===== src/rtl/obi_mem_arbiter.sv =====
// rtl/obi_mem_arbiter.sv - two-master OBI arbiter onto one memory port with in-order response routing
module obi_mem_arbiter #(
  parameter int MAX_OUTSTANDING = 2
) (
  input  logic        clk_i,
  input  logic        rst_ni,
  input  logic [1:0]  mst_req_i,
  output logic [1:0]  mst_gnt_o,
  output logic [1:0]  mst_rvalid_o,
  input  logic [63:0] mst_addr_i,
  input  logic [1:0]  mst_we_i,
  input  logic [7:0]  mst_be_i,
  input  logic [63:0] mst_wdata_i,
  output logic [31:0] mst_rdata_o,
  output logic        mst_err_o,
  output logic        slv_req_o,
  input  logic        slv_gnt_i,
  input  logic        slv_rvalid_i,
  output logic [31:0] slv_addr_o,
  output logic        slv_we_o,
  output logic [3:0]  slv_be_o,
  output logic [31:0] slv_wdata_o,
  input  logic [31:0] slv_rdata_i,
  input  logic        slv_err_i
);

  localparam int CW = $clog2(MAX_OUTSTANDING + 1);
  localparam int PW = (MAX_OUTSTANDING > 1) ? $clog2(MAX_OUTSTANDING) : 1;
  localparam logic [CW-1:0] MAX_CNT  = CW'(MAX_OUTSTANDING);
  localparam logic [PW-1:0] LAST_PTR = PW'(MAX_OUTSTANDING - 1);

  logic [CW-1:0] r_count;
  logic [PW-1:0] r_wptr;
  logic [PW-1:0] r_rptr;
  logic          r_ids [MAX_OUTSTANDING];
  logic          r_lock;
  logic          r_lock_sel;
  logic          r_rr;

  logic          w_sel;
  logic          w_slv_req;
  logic          w_hs;
  logic          w_pop;
  logic          w_head;

  // A locked request must be presented unchanged until the memory grants it.
  always_comb begin
    w_sel = r_rr;
    if (r_lock) begin
      w_sel = r_lock_sel;
    end else if (mst_req_i == 2'b01) begin
      w_sel = 1'b0;
    end else if (mst_req_i == 2'b10) begin
      w_sel = 1'b1;
    end
  end

  assign w_slv_req = mst_req_i[w_sel] && (r_count < MAX_CNT);
  assign w_hs      = w_slv_req && slv_gnt_i;
  assign w_pop     = slv_rvalid_i && (r_count != '0);
  assign w_head    = r_ids[r_rptr];

  assign slv_req_o   = w_slv_req;
  assign slv_addr_o  = w_slv_req ? (w_sel ? mst_addr_i[63:32]  : mst_addr_i[31:0])  : 32'h0;
  assign slv_we_o    = w_slv_req ? (w_sel ? mst_we_i[1]        : mst_we_i[0])        : 1'b0;
  assign slv_be_o    = w_slv_req ? (w_sel ? mst_be_i[7:4]      : mst_be_i[3:0])      : 4'h0;
  assign slv_wdata_o = w_slv_req ? (w_sel ? mst_wdata_i[63:32] : mst_wdata_i[31:0]) : 32'h0;

  assign mst_gnt_o    = w_hs  ? (w_sel  ? 2'b10 : 2'b01) : 2'b00;
  assign mst_rvalid_o = w_pop ? (w_head ? 2'b10 : 2'b01) : 2'b00;
  assign mst_rdata_o  = slv_rdata_i;
  assign mst_err_o    = slv_err_i;

  always_ff @(posedge clk_i or negedge rst_ni) begin
    if (!rst_ni) begin
      r_count    <= '0;
      r_wptr     <= '0;
      r_rptr     <= '0;
      r_lock     <= 1'b0;
      r_lock_sel <= 1'b0;
      r_rr       <= 1'b0;
    end else begin
      if (w_hs) begin
        r_wptr <= (r_wptr == LAST_PTR) ? '0 : r_wptr + 1'b1;
        r_rr   <= ~w_sel;
        r_lock <= 1'b0;
      end else if (w_slv_req) begin
        r_lock     <= 1'b1;
        r_lock_sel <= w_sel;
      end
      if (w_pop) begin
        r_rptr <= (r_rptr == LAST_PTR) ? '0 : r_rptr + 1'b1;
      end
      if (w_hs && !w_pop) begin
        r_count <= r_count + CW'(1);
      end else if (!w_hs && w_pop) begin
        r_count <= r_count - CW'(1);
      end
    end
  end

  // ID storage needs no reset: entries are only read between push and pop.
  always_ff @(posedge clk_i) begin
    if (w_hs) begin
      r_ids[r_wptr] <= w_sel;
    end
  end

endmodule


===== config.mk =====
export PLATFORM = sky130hd
export DESIGN_NAME = obi_mem_arbiter
export DESIGN_NICKNAME = d
export VERILOG_FILES = /design/src/rtl/obi_mem_arbiter.sv
export SDC_FILE = /design/constraint.sdc
export NUM_CORES = 1
export LEC_CHECK = 0
export CORE_AREA = 3 3 110 112
export DETAILED_ROUTE_END_ITERATION = 12
export DIE_AREA = 0 0 113 115
export HOLD_SLACK_MARGIN = 0.12
export PLACE_DENSITY = 0.7
export SYNTH_ARGS = -nofsm -noshare
export SYNTH_HDL_FRONTEND = slang
export SYNTH_SLANG_ARGS = --single-unit

===== constraint.sdc =====
create_clock -name clk_i -period 1.6 [get_ports clk_i]
set_input_delay 0.32 -clock clk_i [delete_from_list [all_inputs] [get_ports clk_i]]
set_output_delay 0.32 -clock clk_i [all_outputs]
set_load 0.01 [all_outputs]

==> results.ini <==
[power]
power.leakage_nw = 2.26
ir_drop_uv = 939
power_density_mw_per_mm2 = 1850
power_mw = 11.1

[synthesis]
ys_types = 31
syn_area_mm2 = 0.00194
synth_edf_count = 2
syn_nets = 500
synth-main-ff-cell = dfrtp_1
yosys_warnings = 0
netlist_instances = 322
synth_top_area_frac = 0.181
synthTopCellsByArea = o21ai_0, a21oi_1, nand3_1, buf_4, dfrtp_1
seq_area_frac_synth = 0.122
yosys.area.top_type = o21ai_0
async_flop_share = 0.778
avgSynthCellArea_um2 = 6.01
synth-seq-cells = 9

[die]
io_pins = 284
rows = 39
core_mm2 = 0.0113
die_h_um = 115
start_util = 0.171
dieArea_mm2 = 0.0130
die_w_um = 113

[setup_path]
end_kind = primary output
crit_slowest_cell = dfrtp_1
worstPathCellList = a21bo_1 > a211o_4 > buf_12 > buf_16 > clkinv_8 > nand2_8 > nor2_2 > buf_2
startpoint_type = flip-flop
critPathKind = flip-flop to primary output
r2r_slack_ps = -520
crit_path_max_fanout = 6
cp_slowest_stage_delay_ps = 390
critical_path_required_ps = 1280
r2r_end = r_count[1]
rr_worst_depth = 12
cp.buffers_inverters = 4
timing.rr.start = r_lock
crit_arrival_ps = 1830
critical_path.top_delay_family = compound AO/OA/AOI/OAI gates

[drt]
dr_total_vias = 3432
drt_iter0_markers = 170
viasPerCell = 5.03
final_antenna_net_count = 0
drc = 0
wl_mm = 14.8
drt-pass1-iter-count = 6
wl_per_cell_um = 21.8

[layout]
final_cell_mix = clkdlybuf4s50_1, nand3_1, o21ai_2
syn_to_final_growth_pct = 209
final_cells = 682
fillers = 1000
final_common_cell = clkdlybuf4s50_1
fin_area_mm2 = 0.00599
finish.utilization = 0.529
nets = 718
multi_input_area_mm2 = 0.00228
antenna_cells = 0
drive_gt1_frac = 0.564
seq_area_um2 = 235

[clocking]
cts-htree-levels = 1
clock-sinks = 9
clk_pin_slew_worst_paths_ps = 40
cts.path.max_buffers = 2
cts_tree = built
clkLatencyLatePin_ps = 230
clock-root-buffer = clkbuf_16
numCtsBuffers = 3

[placement]
place_ws_ps = -1300
numPortBuffers = 217
place_area_mm2 = 0.00460
gp_congestion = 0.815
hpwl_mm = 7.93
dp_cells = 636

[flow_run]
cap_viol_max_count = 0

[timing]
period_needed_ps = 2150
clock_skew_ps = 1.87
rsz0062_at_grt = true
setup_viol = 79
worst_slew_pin_slew_ps = 331
fin_setup_tns_ps = -38300
fin_ws_ps = -550
timing.fmax_mhz = 465
maxSlewViolCount = 0
fin_hold_ws_ps = 353
max_slew_margin = 0.778
finalCritPeriodShare = 1.34
finalHoldViolations = 0

[global_routing]
grt_pass1_wl_mm = 18.7
track_usage = 0.180
grt_pass1_vias = 3371
grt_antenna_before_repair = 0
grt_start_max_net_pins = 38
grt_overflow = 0

[run_status]
status = finished with violations
violations = setup timing

[hold_path]
hp-class = input port to async pin

==> where the power goes <==
group / switching [mW] / internal, mW / total, mW
logic: 5.15 / 5.06 / 10.2
registers: 0.0960 / 0.353 / 0.449
clock network: 0.106 / 0.333 / 0.439
total: 5.35 / 5.74 / 11.1
==> how the worst max path moves through the flow <==
stage,depth (start not counted),startpoint,to
finish,8,r_lock,mst_gnt_o[1]
global route,7,r_rr,slv_wdata_o[10]
CTS,7,r_lock_sel,slv_wdata_o[2]
detailed placement,7,mst_req_i[0],slv_addr_o[25]
global placement,7,mst_req_i[0],slv_addr_o[25]
floorplan,10,r_lock,r_count[1]
==> Yosys cell counts, types with 2 or more instances <==
cell	number
o21ai_0	70
a21oi_1	69
buf_1	2
edfxtp_1	2
nand2b_1	2
nor2b_1	2
xor2_1	2
clkbuf_1	28
buf_4	34
dfrtp_1	7
a211o_1	2
nand3_1	69
xnor2_1	3
buf_6	2
buf_2	5
inv_1	3
nor2_1	5
nand2_1	2
==> sequential cells by signal, summed over array words and instances (netlist names) <==
signal	cells
r_rptr	1
r_wptr	1
r_ids	2
r_lock	1
r_rr	1
r_count	2
r_lock_sel	1
==> kinds of logic after synthesis <==
logic type	after synthesis	share of synthesized area
AO/OA/AOI/OAI	145	0.389
AND/OR/NAND/NOR	85	0.224
buffers and inverters	75	0.223
flip-flops	9	0.122
XOR/XNOR	5	0.0226
multiplexers	2	0.0129
adder cells (fa/ha/maj)	1	0.00646
==> routing by layer <==
layer	vias to the layer above	wire length (um)	global-route usage
li1	1575	-	-
met1	1652	6010	0.219
met2	170	7370	0.325
met3	35	1110	0.0347
met4	0	342	0.0513
met5	-	0	0
==> final cells by class <==
type                    count  area share
repair buffers            283       0.532
multi-input cells         239       0.380
flip-flops and latches      9      0.0393
well taps                 143      0.0299
clock buffers               4      0.0132
inverters                   4     0.00502
==> what timing repair did <==
action / CTS / global route
gates resized for setup: 398 / 132
hold buffers: 0 / 0
gates cloned: 14 / 15
endpoints found under the setup margin: 83 / 84
pin swaps: 8 / 40
setup buffers: 12 / 3
Note: power is estimated with default switching activity, not from simulation.
